===== config.mk =====
export PLATFORM = sky130hd
export DESIGN_NAME = cover_toggle_collector
export DESIGN_NICKNAME = d
export VERILOG_FILES = /design/src/rtl/cover_toggle_collector_pkg.sv /design/src/rtl/cover_toggle_collector_fifo.sv /design/src/rtl/cover_toggle_collector.sv
export SDC_FILE = /design/constraint.sdc
export NUM_CORES = 1
export LEC_CHECK = 0
export CORE_MARGIN = 5
export CORE_UTILIZATION = 45
export DETAILED_ROUTE_END_ITERATION = 10
export GPL_TIMING_DRIVEN = 0
export PLACE_DENSITY = 0.66
export SLEW_MARGIN = 0
export SYNTH_ARGS = -nofsm -noshare
export SYNTH_HDL_FRONTEND = slang
export SYNTH_HIERARCHICAL = 1
export SYNTH_SLANG_ARGS = --single-unit

===== constraint.sdc =====
create_clock -name clock -period 11.7 [get_ports clock]
set_clock_uncertainty 0.05 [all_clocks]
set_input_delay 1.755 -clock clock [delete_from_list [all_inputs] [get_ports clock]]
set_output_delay 1.755 -clock clock [all_outputs]
set_load 0.05 [all_outputs]

===== src/rtl/cover_toggle_collector_pkg.sv =====
// cover_pkg: shared definitions for the toggle cover collector slice.
//   COVER_TOTAL  - largest toggle group a single collector may monitor
//   COVER_IDX_W  - default width of an emitted global cover index
//   cover_idx_t  - cover index at the default width
//   cover_vec_t  - toggle vector at maximum group width (narrower vectors are zero-extended)
//   cover_popcount / cover_lowest - population count and lowest-set-bit index
package cover_pkg;

    localparam int unsigned COVER_TOTAL = 1024;
    localparam int unsigned COVER_IDX_W = 32;
    localparam int unsigned COVER_CNT_W = $clog2(COVER_TOTAL + 1);

    typedef logic [COVER_IDX_W-1:0] cover_idx_t;
    typedef logic [COVER_TOTAL-1:0] cover_vec_t;

    function automatic logic [COVER_CNT_W-1:0] cover_popcount(input cover_vec_t v);
        logic [COVER_CNT_W-1:0] n;
        n = '0;
        for (int unsigned i = 0; i < COVER_TOTAL; i++) begin
            n = n + COVER_CNT_W'(v[i]);
        end
        return n;
    endfunction

    // Index of the lowest set bit; 0 when the vector is empty.
    function automatic logic [COVER_CNT_W-1:0] cover_lowest(input cover_vec_t v);
        logic [COVER_CNT_W-1:0] idx;
        logic                   found;
        idx   = '0;
        found = 1'b0;
        for (int unsigned i = 0; i < COVER_TOTAL; i++) begin
            if (v[i] && !found) begin
                idx   = COVER_CNT_W'(i);
                found = 1'b1;
            end
        end
        return idx;
    endfunction

endpackage


===== src/rtl/cover_toggle_collector_fifo.sv =====
// cover_idx_fifo: synchronous FIFO of cover indices.
//   clock, reset    - clock; synchronous active-low reset (empties FIFO)
//   push_i, push_data_i - write request and data (accepted when not full, or full with a pop)
//   pop_i           - remove head (ignored when empty)
//   head_o          - head entry (don't-care when empty)
//   full_o, empty_o, count_o - occupancy status
module cover_idx_fifo #(
    parameter int unsigned DEPTH = 4,
    parameter int unsigned IDX_W = 32
) (
    input  logic                       clock,
    input  logic                       reset,
    input  logic                       push_i,
    input  logic [IDX_W-1:0]           push_data_i,
    input  logic                       pop_i,
    output logic [IDX_W-1:0]           head_o,
    output logic                       full_o,
    output logic                       empty_o,
    output logic [$clog2(DEPTH+1)-1:0] count_o
);

    localparam int unsigned PTR_W = $clog2(DEPTH);
    localparam int unsigned CNT_W = $clog2(DEPTH + 1);

    logic [IDX_W-1:0] mem_q [DEPTH];
    logic [PTR_W-1:0] wr_ptr_q, wr_ptr_d;
    logic [PTR_W-1:0] rd_ptr_q, rd_ptr_d;
    logic [CNT_W-1:0] count_q, count_d;
    logic             do_push;
    logic             do_pop;

    always_comb begin
        empty_o  = (count_q == '0);
        full_o   = (count_q == CNT_W'(DEPTH));
        do_pop   = pop_i & ~empty_o;
        do_push  = push_i & (~full_o | do_pop);
        // DEPTH is a power of two, so pointers wrap naturally.
        wr_ptr_d = wr_ptr_q + PTR_W'(do_push);
        rd_ptr_d = rd_ptr_q + PTR_W'(do_pop);
        count_d  = count_q + CNT_W'(do_push) - CNT_W'(do_pop);
        head_o   = mem_q[rd_ptr_q];
        count_o  = count_q;
    end

    always_ff @(posedge clock) begin
        if (!reset) begin
            wr_ptr_q <= '0;
            rd_ptr_q <= '0;
            count_q  <= '0;
            for (int unsigned i = 0; i < DEPTH; i++) begin
                mem_q[i] <= '0;
            end
        end else begin
            wr_ptr_q <= wr_ptr_d;
            rd_ptr_q <= rd_ptr_d;
            count_q  <= count_d;
            if (do_push) begin
                mem_q[wr_ptr_q] <= push_data_i;
            end
        end
    end

endmodule


===== src/rtl/cover_toggle_collector.sv =====
// cover_toggle_collector: sticky toggle-cover bitmap with serialised reporting.
//   clock, reset - clock; synchronous active-low reset
//   clear        - clears hit_map/pending/hit_count (FIFO and drop_cnt kept)
//   valid        - WIDTH toggle-hit strobes sampled every cycle
//   out_valid/out_ready/out_index - stream of global cover indices (COVER_INDEX + bit)
//   hit_map, hit_count, all_hit   - sticky bitmap, its popcount, all-covered flag
//   drop_cnt     - saturating count of cycles losing at least one event (DEDUP=0 only)
module cover_toggle_collector
    import cover_pkg::*;
#(
    parameter int unsigned WIDTH       = 17,
    parameter int unsigned COVER_INDEX = 0,
    parameter int unsigned IDX_W       = COVER_IDX_W,
    parameter int unsigned DEPTH       = 4,
    parameter int unsigned DEDUP       = 1
) (
    input  logic                       clock,
    input  logic                       reset,
    input  logic                       clear,
    input  logic [WIDTH-1:0]           valid,
    output logic                       out_valid,
    input  logic                       out_ready,
    output logic [IDX_W-1:0]           out_index,
    output logic [WIDTH-1:0]           hit_map,
    output logic [$clog2(WIDTH+1)-1:0] hit_count,
    output logic                       all_hit,
    output logic [15:0]                drop_cnt
);

    localparam int unsigned CNT_W  = $clog2(WIDTH + 1);
    localparam int unsigned FCNT_W = $clog2(DEPTH + 1);

    logic [WIDTH-1:0]       hit_map_q, hit_map_d;
    logic [WIDTH-1:0]       pend_q, pend_d;
    logic [CNT_W-1:0]       hit_count_q, hit_count_d;
    logic [15:0]            drop_cnt_q, drop_cnt_d;

    logic [WIDTH-1:0]       base_map;
    logic [WIDTH-1:0]       base_pend;
    logic [WIDTH-1:0]       new_vec;
    logic [WIDTH-1:0]       grant;
    logic [COVER_CNT_W-1:0] grant_idx;
    logic [IDX_W-1:0]       push_data;
    logic                   push;
    logic                   pop;
    logic                   any_drop;
    logic                   fifo_full;
    logic                   fifo_empty;
    logic [FCNT_W-1:0]      fifo_count;

    cover_idx_fifo #(
        .DEPTH (DEPTH),
        .IDX_W (IDX_W)
    ) u_fifo (
        .clock       (clock),
        .reset       (reset),
        .push_i      (push),
        .push_data_i (push_data),
        .pop_i       (pop),
        .head_o      (out_index),
        .full_o      (fifo_full),
        .empty_o     (fifo_empty),
        .count_o     (fifo_count)
    );

    always_comb begin
        out_valid = ~fifo_empty;
        pop       = out_valid & out_ready;
        push      = (|pend_q) & (~fifo_full | pop);

        // Isolate the lowest pending bit arithmetically; index via package helper.
        grant     = push ? (pend_q & (~pend_q + WIDTH'(1))) : '0;
        grant_idx = cover_lowest(cover_vec_t'(pend_q));
        push_data = IDX_W'(COVER_INDEX) + IDX_W'(grant_idx);

        // clear takes effect before this cycle's valid is merged in.
        base_map  = clear ? '0 : hit_map_q;
        base_pend = clear ? '0 : pend_q;
        new_vec   = (DEDUP != 0) ? (valid & ~base_map) : valid;

        hit_map_d   = base_map | valid;
        pend_d      = (base_pend & ~grant) | new_vec;
        hit_count_d = (clear ? '0 : hit_count_q)
                    + CNT_W'(cover_popcount(cover_vec_t'(valid & ~base_map)));

        any_drop   = (DEDUP == 0) && (|(valid & pend_q & ~grant));
        drop_cnt_d = drop_cnt_q;
        if (any_drop && (drop_cnt_q != '1)) begin
            drop_cnt_d = drop_cnt_q + 16'd1;
        end

        hit_map   = hit_map_q;
        hit_count = hit_count_q;
        all_hit   = &hit_map_q;
        drop_cnt  = drop_cnt_q;
    end

    always_ff @(posedge clock) begin
        if (!reset) begin
            hit_map_q   <= '0;
            pend_q      <= '0;
            hit_count_q <= '0;
            drop_cnt_q  <= '0;
        end else begin
            hit_map_q   <= hit_map_d;
            pend_q      <= pend_d;
            hit_count_q <= hit_count_d;
            drop_cnt_q  <= drop_cnt_d;
            assert (fifo_empty == (fifo_count == '0));
        end
    end

endmodule


**Word level (Yosys, flattened, before mapping)**

Memories as Yosys holds them, arrays and structs flattened. A register that Yosys moved wholly into a read port is not among the register bits.
Index checks and enable logic that the tools add are counted.

- Register bits: 46
- Memories kept: 1
- Output and inout bits: 72
- Bits in writable memories: 44

- Mux-type cells: 44
- Reduce and logical (&&, ||, !) cells: 36
- Bitwise gates (word level): 18
- Add/subtract/negate cells: 1029
- Eq/ne operators: 1

Memory list:

| name | words | bits a word | read ports | clocked after Yosys merged registers in | write ports | RTL line | RTL |
|---|---|---|---|---|---|---|---|
| u_fifo.mem_q | 4 | 11 | 1 | 1 | 4 | cover_toggle_collector_fifo.sv:25 | `logic [IDX_W-1:0] mem_q [DEPTH];` |

Operators with widths:

| kind | number |
|---|---|
| 5-bit by 1-bit adder with 5-bit output | 1019 |
| 17-bit by 1024-bit AND with 1024-bit output | 1 |
| 17-bit inverter with 1024-bit output | 1 |
| 11-bit 2-to-1 mux | 16 |
| 17-bit AND | 3 |
| 17-bit 2-to-1 mux | 3 |
| 17-bit inverter | 3 |
| 17-bit OR | 2 |
| 1-bit 2-to-1 mux | 22 |
| 17-bit by 1-bit adder with 17-bit output, second input constant | 1 |
| 17-bit AND reduction | 1 |
| 17-bit OR reduction | 1 |
| 1-bit logical AND | 16 |
| 1-bit zero test | 16 |
| 11-bit OR reduction | 1 |
| 4-bit by 1-bit adder with 5-bit output | 1 |
| 5-bit adder | 1 |
| 5-bit 2-to-1 mux | 1 |
| 2-bit by 1-bit adder with 2-bit output | 2 |
| 3-bit by 1-bit adder with 4-bit output | 1 |
| 1-bit AND | 4 |
| 2-bit 2-to-1 mux | 2 |
| 2-bit by 1-bit adder with 3-bit output | 1 |
| 3-bit by 1-bit adder with 3-bit output | 1 |
| 6 further kinds | 8 |

**Longest topological paths before layout**

Gate-level depths: netlist (run 1).

- Depth after elaboration: 1027
- Gate-level depth with buffers: 19
- Depth with buffers taken out: 18

**Cells and area by module**

The synthesis (run 1) kept the hierarchy.

Modules (own cells, without submodules):

| module | sequential area each (um2) | instances | area each (um2) | cells an instance |
|---|---|---|---|---|
| cover_idx_fifo | 3983.8 | 1 | 6242.2 | 373 |
| cover_toggle_collector | 780.7 | 1 | 2356.0 | 282 |

**Worst setup path before layout (run 1)**

Ideal clock, no wire load.

- Path kind: input to register
- From: in out_ready
- To: mem u_fifo/mem_q[0][0] in the netlist's numbering (enable)
- Library setup time: 511 ps
- Required time: 11139 ps
- Data arrival time: 5741 ps
- Stages on the path: 7
- Setup slack: 5398 ps
- Cells stage by stage: nand2b_1 -> nand2_1 -> o21ai_4 -> inv_2 -> buf_2 -> inv_1 -> o41ai_1

RTL lines:

| item | RTL line | RTL |
|---|---|---|
| start, declared | cover_toggle_collector.sv:22 | `input logic out_ready,` |
| end, declared | cover_toggle_collector_fifo.sv:25 |  |

==> results.json, run 1 <==
{
  "leakagePower_nw": 4.10,
  "worstPathArrival_ns": 6.97,
  "track_usage": 0.184,
  "yosysUniqueCellTypes": 55,
  "final_area_um2": 10800,
  "rows": 50,
  "status": "finished clean",
  "p_seq_frac": 0.358,
  "drcViolationCount": 0,
  "initial_core_util": 0.458,
  "drtPass1Iterations": 4,
  "dp_hpwl_mm": 13.7,
  "hold_path.class": "reg2reg",
  "end_kind": "flip-flop",
  "clk_latency_ns": 0.43,
  "timing.fmax_ghz": 0.149,
  "p_per_area_nw_per_um2": 236,
  "synth-main-ff-cell": "edfxtp_1",
  "async_reset_ff_frac": 0,
  "syn_area_per_cell_um2": 13.1,
  "drive_above_1_share": 0.131,
  "clkPwrFrac": 0.199,
  "core_um2": 18800,
  "fin_nets": 930,
  "gp_congestion": 0.811,
  "drt_iter0_drc": 401,
  "mostFrequentLayoutCells": "128 x edfxtp_1, 124 x conb_1, 98 x nor3b_1",
  "peakVddDrop_v": 0.000148,
  "cts_buffer_depth": 2,
  "grt_overflow_total": 0,
  "hp-start": "hit_map[9]",
  "setup_viol": 0,
  "grt_antenna_before_repair": 0,
  "r2r_start": "hit_map[3]",
  "wl_per_cell_um": 17.2,
  "cts_buffers": 17,
  "vias": 5715,
  "via_per_inst": 5.07,
  "ant_nets": 0,
  "power_frac_comb": 0.443,
  "die_h_um": 148,
  "grt_pass1_vias": 5908,
  "grt_pass1_wl_mm": 31.7,
  "finalCritPeriodShare": 0.574,
  "cp-start-kind": "primary input",
  "slew_violations": 0,
  "ys_warn_count": 6,
  "swShare": 0.388,
  "synth_top_cell_by_area": "edfxtp_1",
  "synth_edf_count": 128,
  "cts_root_buf": "clkbuf_16",
  "syn-cell-area_um2": 8600,
  "drv_cap": 0,
  "seq_area_frac_synth": 0.554,
  "timing.hold.ws_ns": 0.470,
  "die_x_um": 148,
  "fin_crit_ns": 6.72,
  "routed_wl_mm": 19.4,
  "maxSlewHeadroom": 0.531,
  "nFillCells": 1568,
  "fp.dieArea_um2": 22000,
  "required_ns": 11.95,
  "finalSetupTns_ns": 0,
  "rsz0062_at_grt": "false",
  "critPathMaxFanout": 10,
  "io_pins": 93,
  "worstSetupPathType": "in2reg",
  "hold_violations": 0,
  "cts_tree": "built",
  "cts_post_setup_buffers_inserted": 0,
  "worst_pin_slew_ns": 0.700,
  "cp-startpoint": "clear",
  "synth_top_area_share": 0.447,
  "synthTopCellsByArea": "edfxtp_1 45%, dfxtp_1 11%, nor3b_1 8.6%",
  "place.port_buffers": 76,
  "grt_max_degree": 22,
  "layout_commonest_cell": "edfxtp_1",
  "syn_to_final_growth_pct": 25.8,
  "cts_max_level": 4,
  "yosys_register_bits": 174,
  "cts.repair.resized": 0,
  "postSynthCellCount": 655,
  "cts_hold_buf": 0,
  "clock-sinks": 174,
  "path_clk_slew_ns": 0.06,
  "antenna_cells": 0,
  "place_area_um2": 10300,
  "power.switching_mw": 0.993,
  "p_int_mw": 1.56
}
metal layers:
layer | share of wire | wire, um | vias up | GRT usage
met5 | 0 | 0 | - | 0
met4 | 0.012 | 242 | 0 | 0.0494
met3 | 0.046 | 891 | 18 | 0.0329
met2 | 0.51 | 9860 | 154 | 0.321
met1 | 0.43 | 8420 | 2764 | 0.239
li1 | - | - | 2779 | -
registers in the layout, indices dropped and copies added (netlist names):
| register | flops |
|---|---|
| hit_count | 5 |
| u_fifo/mem_q | 128 |
| hit_map | 17 |
| u_fifo/count_o | 3 |
| u_fifo/rd_ptr_q | 2 |
| pend_q | 17 |
| u_fifo/wr_ptr_q | 2 |
cell type report:
class | instances | area [um2] | area share
sequential | 174 | 4760 | 0.440
clock buffer | 18 | 429 | 0.0397
timing repair buffer | 85 | 905 | 0.0836
inverter | 35 | 131 | 0.0121
clock inverter | 13 | 88.8 | 0.00821
tap | 234 | 293 | 0.0271
buffer | 67 | 358 | 0.0331
multi-input combinational | 502 | 3850 | 0.356
critical path: stages:
cell and delay [ns]:
clkdlybuf4s50_1 0.65, clkbuf_1 0.40, o21ai_0 0.28, fa_1 0.58
inv_1 0.05, fa_1 0.49, inv_1 0.06, fa_1 0.46
fa_1 0.55, inv_1 0.06, fa_1 0.53, ha_1 0.18
inv_1 0.06, fa_1 0.39, inv_1 0.08, a21o_1 0.10
a21oi_1 0.07, xnor2_1 0.16, nor2_1 0.05
metrics by stage:
stage	total power, mW	setup slack [ns]	util	cells
floorplan	1.72	5.40	-	778
global placement	2.03	2.62	0.539	1088
detailed placement	2.07	4.45	0.549	1097
CTS	2.58	4.90	0.576	1128
global route	2.70	4.59	0.576	1128
finish	2.56	4.98	0.576	1128
cell usage after synthesis, types with 2 or more instances:
cell type	count
a21boi_0	4
a21o_1	2
a21oi_1	38
a31oi_1	3
and2_1	6
buf_2	7
buf_4	24
clkbuf_1	35
dfxtp_1	46
edfxtp_1	128
fa_1	13
ha_1	14
inv_1	34
mux4_2	32
nand2_1	14
nand3_1	7
nand3b_1	4
nand4_1	3
nor2_1	34
nor2b_1	10
nor3_1	7
nor3b_1	98
nor4_1	2
nor4bb_1	32
o211ai_1	6
o21ai_0	15
o311ai_0	2
o31ai_1	2
xnor2_1	2
xor2_1	6
power groups by stage:
stage	Combinational (mW)	Clock, mW	Sequential (mW)
6_report	1.13	0.509	0.916
5_1_grt	1.22	0.548	0.931
4_1_cts	1.14	0.521	0.917
3_5_place_dp	1.14	0	0.930
3_3_place_gp	1.09	0	0.939
2_1_floorplan	0.768	0	0.947
final timing paths:
path,end,slack [ns],depth (start not counted)
min reg2reg,hit_map[9],0.47,2
min,hit_map[9],0.47,2
max,hit_count[4],4.98,19
max reg2reg,hit_count[4],6.81,16
cells by family (layout without fill, tap and decap cells):
family                   Yosys count  in the layout  synth area share
AND/OR/NAND/NOR                  228            228             0.184
flip-flops                       174            174             0.554
buffers and inverters            102            218            0.0569
AO/OA/AOI/OAI                     82             82            0.0594
multiplexers                      32             32            0.0838
adder cells (fa/ha/maj)           27             27            0.0506
XOR/XNOR                           9              9            0.0108
other                              1            124          0.000436
(Power assumes the default switching activity.)
==> run 2, diff against run 1 <==
- clock period: 11.7 -> 6.7 ns (I/O delays scaled with it)
==> results of run 2 <==
Same layout as run 1 (identical final DEF). Status: finished clean.
Among the figures that moved: setup slack after placement 4.45 ns -> 0.200 ns; setup slack after layout 4.98 ns -> 0.730 ns; register-to-register setup slack 6.81 ns -> 1.81 ns; total power 2.56 mW -> 4.47 mW; worst IR drop on VDD 0.000148 V -> 0.000259 V
==> run 3, diff against run 2 <==
- ABC_CLOCK_PERIOD_IN_PS: not set -> 6700
- CELL_PAD_IN_SITES_DETAIL_PLACEMENT: not set -> 0
- CELL_PAD_IN_SITES_GLOBAL_PLACEMENT: not set -> 1
- PLACE_DENSITY: 0.66 -> not set
- PLACE_DENSITY_LB_ADDON: not set -> 0.1
- SETUP_SLACK_MARGIN: not set -> 0.15
==> run 3 against run 2 <==
Net effect: clock power rose by 2%; core utilization did not move; final cell count is essentially flat; final area is the same; first-iteration DRC count is 24% lower; non-clock buffer count unchanged; critical path depth unchanged; sequential power is essentially flat; highest routed layer unchanged.
==> results.json, run 3 (synthesis results as in run 1) <==
{
  "status": "finished clean",
  "io_pins": 93,
  "slew_violations": 0,
  "place.port_buffers": 76,
  "critPathMaxFanout": 10,
  "p_per_area_nw_per_um2": 416,
  "end_kind": "flip-flop",
  "power_frac_comb": 0.442,
  "critPathTopFamily": "adder cells",
  "wl_per_cell_um": 18.1,
  "dp_slack_ns": 0.186,
  "required_ns": 6.94,
  "cts_hold_buf": 0,
  "final_util": 0.576,
  "worstSetupPathType": "in2reg",
  "drtPass1Iterations": 5,
  "routed_wl_mm": 20.5,
  "path_buf_inv": 7,
  "drv_cap": 0,
  "grt_overflow_total": 0,
  "cts_buffers": 17,
  "worst_pin_slew_ns": 0.933,
  "grt_antenna_before_repair": 0,
  "clk_latency_ns": 0.42,
  "die_x_um": 148,
  "grt_pass1_wl_mm": 32.2,
  "fin_ws_ns": 0.630,
  "rsz0062_at_grt": "false",
  "largest_reg_flops": 128,
  "die_h_um": 148,
  "p_int_mw": 2.76,
  "crit_chain": "clkdlybuf4s50_1 -> clkbuf_1 -> o21ai_0 -> fa_1 -> inv_1 -> fa_1 -> inv_1 -> fa_1 -> fa_1 -> inv_1 -> fa_1 -> ha_1 -> inv_1 -> fa_1 -> inv_1 -> a21o_1 -> a21oi_1 -> xnor2_1 -> nor2_1",
  "hold_violations": 0,
  "cp-start-kind": "primary input",
  "finalCritPeriodShare": 0.906,
  "worstPathArrival_ns": 6.31,
  "grt_max_degree": 28,
  "rows": 50,
  "regMostFlops": "u_fifo/mem_q",
  "vias": 5797,
  "layout_commonest_cell": "edfxtp_1",
  "cts_tree": "built",
  "antenna_cells": 0,
  "cts.repair.resized": 0,
  "hold_path.class": "reg2reg",
  "p_total_mw": 4.50,
  "cts_root_buf": "clkbuf_16",
  "core_um2": 18800,
  "drcViolationCount": 0,
  "timing.fmax_ghz": 0.165,
  "drt_iter0_drc": 305,
  "cts_max_level": 4,
  "path_clk_slew_ns": 0.07,
  "syn_to_final_growth_pct": 25.8,
  "peakVddDrop_v": 0.000310,
  "grt_pass1_vias": 6040,
  "clkPwrFrac": 0.202,
  "nFillCells": 1546,
  "cpPeakStageDelay_ns": 0.66,
  "power.switching_mw": 1.74,
  "fin_crit_ns": 6.07,
  "cts_post_setup_buffers_inserted": 0,
  "instances_no_fill": 1129,
  "fin_nets": 930,
  "setup_viol": 0,
  "gp_congestion": 0.809,
  "initial_core_util": 0.458,
  "ant_nets": 0,
  "clock-sinks": 174,
  "cts_buffer_depth": 2,
  "dp.cells": 1097,
  "timing.hold.ws_ns": 0.461,
  "mostFrequentLayoutCells": "128 x edfxtp_1, 124 x conb_1, 98 x nor3b_1",
  "fp.dieArea_um2": 22000,
  "cpMostUsedCell": "fa_1",
  "via_per_inst": 5.13,
  "dp_hpwl_mm": 14.5,
  "leakagePower_nw": 4.08,
  "swShare": 0.386,
  "cp_slowest_cell": "clkdlybuf4s50_1",
  "track_usage": 0.190,
  "maxSlewHeadroom": 0.371,
  "p_seq_frac": 0.356,
  "drive_above_1_share": 0.128
}
-- run 3: path summary, 6_finish.rpt --
path | slack (ns) | depth (start not counted) | end | from
setup reg to reg | 1.74 | 16 | hit_count[4] | hit_map[1]
hold / removal | 0.46 | 2 | hit_map[9] | hit_map[9]
setup / recovery | 0.63 | 19 | hit_count[4] | clear
hold reg to reg | 0.46 | 2 | hit_map[9] | hit_map[9]
-- run 3: area by class of cell --
type                       instances  area, um2  area share
buffer                            67        358      0.0331
clock buffer                      20        437      0.0404
clock inverter                    12       97.6     0.00902
inverter                          35        131      0.0121
multi-input combinational        502       3850       0.356
sequential                       174       4760       0.440
tap                              234        293      0.0271
timing repair buffer              85        888      0.0821
-- run 3: metrics by stage --
step / area, um2 / setup TNS (ns)
after floorplan: 9060 / 0
after global placement: 10100 / -75.76
after detailed placement: 10300 / 0
after CTS: 10800 / 0
after global routing: 10800 / 0
final: 10800 / 0
-- run 3: layer usage --
metal  GRT usage  vias up  share of wire
met5           0        -              0
met4      0.0531        0          0.010
met3      0.0335       16          0.041
met2       0.326      149           0.51
met1       0.250     2853           0.44
li1            -     2779              -
-- run 3: power by group through the flow --
stage | Clock, mW | Combinational (mW) | Sequential (mW)
2_1_floorplan | 0 | 1.34 | 1.65
3_3_place_gp | 0 | 1.92 | 1.63
3_5_place_dp | 0 | 2.00 | 1.63
4_1_cts | 0.930 | 2.01 | 1.61
5_1_grt | 0.974 | 2.13 | 1.63
6_report | 0.908 | 1.99 | 1.60
-- run 3: worst register-to-register path, cell delays in order, from the launching register on --
cell and delay (ns):
dfxtp_1 0.39, inv_1 0.05, o21ai_0 0.47, fa_1 0.55, fa_1 0.52, fa_1 0.54
fa_1 0.55, inv_1 0.06, fa_1 0.54, ha_1 0.18, inv_1 0.06, fa_1 0.41
inv_1 0.07, a21o_1 0.10, a21oi_1 0.07, xnor2_1 0.16, nor2_1 0.05
==> RTL change 1 (settings of run 2) <==
Put a register stage on the output `hit_count`. The value now appears one clock later. The other outputs are not delayed to match.
--- a/src/rtl/cover_toggle_collector.sv
+++ b/src/rtl/cover_toggle_collector.sv
@@ -29,6 +29,8 @@
 
     localparam int unsigned CNT_W  = $clog2(WIDTH + 1);
     localparam int unsigned FCNT_W = $clog2(DEPTH + 1);
+
+    logic [$clog2(WIDTH+1)-1:0] hit_count_c;
 
     logic [WIDTH-1:0]       hit_map_q, hit_map_d;
     logic [WIDTH-1:0]       pend_q, pend_d;
@@ -90,7 +92,7 @@
         end
 
         hit_map   = hit_map_q;
-        hit_count = hit_count_q;
+        hit_count_c = hit_count_q;
         all_hit   = &hit_map_q;
         drop_cnt  = drop_cnt_q;
     end
@@ -110,5 +112,9 @@
         end
     end
 
+    always_ff @(posedge clock) begin
+        hit_count <= hit_count_c;
+    end
+
 endmodule
 
Function: not settled (the Yosys comparison gave no result); the edit may change what the design does.
==> RTL change 1 against run 2 <==
Total power grew 7.9%; wire length increased by 2.7%; count of clock-buffer cells in the layout decreased by 1; combinational power increased by 8%; maximum frequency hardly changed; final area increased by 2.6%; setup slack lost 2.8 ps; critical endpoint is now hit_count_c[4]; sequential cell count up 5; area after synthesis grew 1.8%; highest routed layer unchanged.
==> RTL change 1: results (changes against run 2) <==
set qor(layout.buffer.nonclock.area_share) 0.111 ;# -0.00526
set qor(dr_total_vias) 5799 ;# +1.5%
set qor(r2r-end) {hit_count_c[4]}
set qor(min_to) {hit_count[2]}
set qor(synth-seq-area-share) 0.556 ;# +0.00145
set qor(worstRegToRegCells) 17 ;# +1
set qor(worst_hold_slack_ps) 299 ;# -171 ps
set qor(power_leakage_nw) 4.17 ;# +1.7%
set qor(largest_net_degree_at_the_start_of_global_routing) 19 ;# -14%
set qor(fin_util) 0.574 ;# -0.00208
set qor(wl_per_cell_um) 17.1 ;# -0.52%
set qor(synth_compound_area_frac) 0.0600 ;# +0.000646
set qor(post_synth_xor_area_fraction) 0.00857 ;# -0.00219
set qor(routed_wirelength_mm) 19.9 ;# +2.7%
set qor(first_global_vias) 6006 ;# +1.7%
set qor(synth_cells) 661 ;# +0.92%
set qor(dp.final_hpwl_mm) 13.9 ;# +1.7%
set qor(post_synth_main_area_contributors) {sky130_fd_sc_hd__edfxtp_1 (44%), sky130_fd_sc_hd__dfxtp_1 (12%), sky130_fd_sc_hd__nor3b_1 (8.5%), sky130_fd_sc_hd__mux4_2 (8.2%), sky130_fd_sc_hd__nor4bb_1 (3.7%)}
set qor(post-place-ws_ps) -193 ;# -393 ps
set qor(final_net_count) 935 ;# +0.54%
set qor(status) {completed}
set qor(r2r-start) {hit_map[15]}
set qor(multi_input_area_mm2) 0.00395 ;# +2.6%
set qor(synth.cells.most_frequent) {sky130_fd_sc_hd__edfxtp_1 (128), sky130_fd_sc_hd__nor3b_1 (99), sky130_fd_sc_hd__dfxtp_1 (51)}
set qor(tightest_slew_ps) 750 ;# +50.1 ps
set qor(synth_cell_type_count) 63 ;# +15%
set qor(cell_row_count) 51 ;# +2.0%
set qor(area_share_clock_buf_inv) 0.0545 ;# +0.00665
set qor(arithmetic_cell_share_of_the_synthesized_area_counting_full_adders_half_adders_and_majority_gates) 0.0497 ;# -0.000912
set qor(filler_cell_count) 1611 ;# +2.7%
set qor(clock-sinks) 179 ;# +2.9%
set qor(final-seq-area_mm2) 0.00486 ;# +2.1%
set qor(nMultiInputCombCells) 511 ;# +1.8%
set qor(gp_congestion) 0.786 ;# -3.0%
set qor(vdd_drop_max_v) 0.000230 ;# -11%
set qor(source_of_the_worst_hold_timing_path) {hit_count_c[2]}
set qor(place_inst) 1133 ;# +3.3%
[RTL change 1: cell types whose count changed after synthesis, sizes merged, moves of 3 or more]
cell    delta
o21ai     -10
buf        -3
nor2       -7
o211ai     -5
nand2     +14
a21oi      -7
inv        -7
a211oi     +3
o21a       +3
dfxtp      +5
and4       +3
a311o      +4
[RTL change 1: worst max-delay path: stages]
cell	delay [ps]
sky130_fd_sc_hd__dlymetal6s2s_1	400
sky130_fd_sc_hd__clkinvlp_4	360
sky130_fd_sc_hd__clkbuf_1	310
sky130_fd_sc_hd__nand2_1	130
sky130_fd_sc_hd__nand2_1	110
sky130_fd_sc_hd__fa_1	520
sky130_fd_sc_hd__inv_1	50
sky130_fd_sc_hd__fa_1	490
sky130_fd_sc_hd__inv_1	60
sky130_fd_sc_hd__fa_1	460
sky130_fd_sc_hd__fa_1	560
sky130_fd_sc_hd__inv_1	60
sky130_fd_sc_hd__fa_1	540
sky130_fd_sc_hd__ha_1	180
sky130_fd_sc_hd__inv_1	60
sky130_fd_sc_hd__fa_1	400
sky130_fd_sc_hd__nor2b_1	170
sky130_fd_sc_hd__o21a_1	140
sky130_fd_sc_hd__o21ai_0	70
sky130_fd_sc_hd__nor3b_1	150
[RTL change 1: cell families after synthesis]
logic type,Yosys count
simple gates,245
flops,179
buf+inv,94
compound gates,76
mux,32
fa+ha+maj,27
xor+xnor,7
other cells,1
[RTL change 1: report_power, final]
part	leakage (nW)	total, mW	internal [mW]	switching [mW]
registers	1.78	1.65	1.54	0.107
clock network	0.283	1.03	0.590	0.441
logic	2.10	2.14	0.818	1.32
total	4.17	4.82	2.95	1.87
[RTL change 1: routing by layer]
metal	wire length, um	global-route usage	up-vias
li1	-	-	2822
met1	8710	0.238	2818
met2	10100	0.326	142
met3	905	0.0415	17
met4	268	0.0531	0
met5	0	0	-
==> RTL change 2 (flow settings as in run 2) <==
Made on the original files. Change the package constant `COVER_IDX_W` from 32 to 28.
--- a/src/rtl/cover_toggle_collector_pkg.sv
+++ b/src/rtl/cover_toggle_collector_pkg.sv
@@ -7,7 +7,7 @@
 package cover_pkg;
 
     localparam int unsigned COVER_TOTAL = 1024;
-    localparam int unsigned COVER_IDX_W = 32;
+    localparam int unsigned COVER_IDX_W = 28;
     localparam int unsigned COVER_CNT_W = $clog2(COVER_TOTAL + 1);
 
     typedef logic [COVER_IDX_W-1:0] cover_idx_t;
Ports: changed (resized out_index); port bits go from 93 to 89. No check against the original RTL was run, so the function may have changed too.
==> RTL change 2 against run 2 <==
Largest cell class unchanged; final area fell by 4.9%; synthesized cell count is 6.6% lower; area after synthesis fell by 4.9%; critical path depth did not move; sequential cell count decreased by 16; worst hold slack better by 4.2 ps; count of clock-buffer cells in the layout fell by 1; total power shrank 5.9%; combinational power decreased by 5%; wire length fell by 6.0%; setup slack worse by 60 ps; via count is 5.8% lower.
==> RTL change 2: results (changes against run 2) <==
set qor(totalPowerFinal_mw) 4.20 ;# -5.9%
set qor(power.switching_fraction) 0.391 ;# +0.00244
set qor(grt_util_all_layers) 0.184 ;# -0.000319
set qor(synth_edf_count) 112 ;# -13%
set qor(post_route_cells_drive_above_1_share) 0.217 ;# +0.0860
set qor(max_slew_headroom) 0.368 ;# -0.163
set qor(gp_congestion) 0.863 ;# +6.5%
set qor(grt_first_pass_wirelength_mm) 29.4 ;# -7.2%
set qor(synth_compound_area_frac) 0.0624 ;# +0.00305
set qor(drt-initial-drc-count) 272 ;# -32%
set qor(power_leakage_nw) 3.95 ;# -3.5%
set qor(routed_wirelength_mm) 18.2 ;# -6.0%
set qor(post_synth_xor_area_fraction) 0.0113 ;# +0.000554
set qor(first_global_vias) 5653 ;# -4.3%
set qor(dp.final_hpwl_mm) 13.3 ;# -2.8%
set qor(pg_seq_mw) 1.45 ;# -9%
set qor(synth.area.mux_share) 0.0771 ;# -0.00671
set qor(largest_net_degree_at_the_start_of_global_routing) 20 ;# -9.1%
set qor(post_synth_main_area_contributors) {sky130_fd_sc_hd__edfxtp_1 (41%), sky130_fd_sc_hd__dfxtp_1 (11%), sky130_fd_sc_hd__mux4_2 (7.7%), sky130_fd_sc_hd__nor3b_2 (7.2%), sky130_fd_sc_hd__nor3b_1 (3.6%)}
set qor(arithmetic_cell_share_of_the_synthesized_area_counting_full_adders_half_adders_and_majority_gates) 0.0532 ;# +0.00260
set qor(filler_cell_count) 1483 ;# -5.4%
set qor(synth-seq-area-share) 0.524 ;# -0.0303
set qor(status) {completed}
set qor(clkPwrFrac) 0.209 ;# +0.010
set qor(largest_register_ff_count) 112 ;# -13%
set qor(vdd_drop_max_v) 0.000324 ;# +25%
set qor(final_net_count) 865 ;# -7.0%
set qor(synth.cells.most_frequent) {sky130_fd_sc_hd__edfxtp_1 (112), sky130_fd_sc_hd__nor3b_2 (47), sky130_fd_sc_hd__dfxtp_1 (46)}
set qor(dr_total_vias) 5384 ;# -5.8%
set qor(syn_area_per_cell_um2) 13.4 ;# +1.8%
RTL change 2: cell count changes after synthesis, sizes merged:
cell,run 2,this run
edfxtp,128,112
buf,32,47
nor3b,98,86
mux4,32,28
clkbuf,35,13
nor4bb,32,28
RTL change 2: cell type report:
type | count | area share
buffer | 60 | 0.0371
timing repair buffer | 79 | 0.0810
clock buffer | 17 | 0.0414
multi-input combinational | 466 | 0.372
inverter | 35 | 0.0128
tap | 229 | 0.0279
clock inverter | 15 | 0.0113
sequential | 158 | 0.417
RTL change 2: per-layer routing:
layer / global-route usage / share of wire
met1: 0.216 / 0.42
met2: 0.327 / 0.53
met3: 0.0477 / 0.042
met4: 0.0623 / 0.015
met5: 0 / 0
RTL change 2: cell families after synthesis:
group | count (synthesis)
adder cells (fa/ha/maj) | 27
AO/OA/AOI/OAI | 82
multiplexers | 28
flip-flops | 158
AND/OR/NAND/NOR | 212
buffers and inverters | 95
other | 1
XOR/XNOR | 9
RTL change 2: path summary, 6_finish.rpt:
kind              depth (start not counted)  startpoint  slack, ps            to
setup / recovery                         19       clear        670  hit_count[4]
hold / removal                            2   pend_q[3]        470     pend_q[3]
setup reg to reg                         16  hit_map[3]       1920  hit_count[4]
hold reg to reg                           2   pend_q[3]        470     pend_q[3]
RTL change 2: worst min-delay path, stage by stage (launching register included):
cell and delay (ps):
sky130_fd_sc_hd__dfxtp_1 350, sky130_fd_sc_hd__o211ai_2 80, sky130_fd_sc_hd__a21oi_2 50
RTL change 2: metrics by stage:
step	cells	setup WS, ps	setup TNS [ps]	cell area (um^2)	hold slack [ps]
floorplan	719	1410	0	8580	428
global placement	1020	-1130	-31570	9590	451
detailed placement	1027	231	0	9740	460
CTS	1059	674	0	10300	475
global route	1059	375	0	10300	506
finish	1059	669	0	10300	474
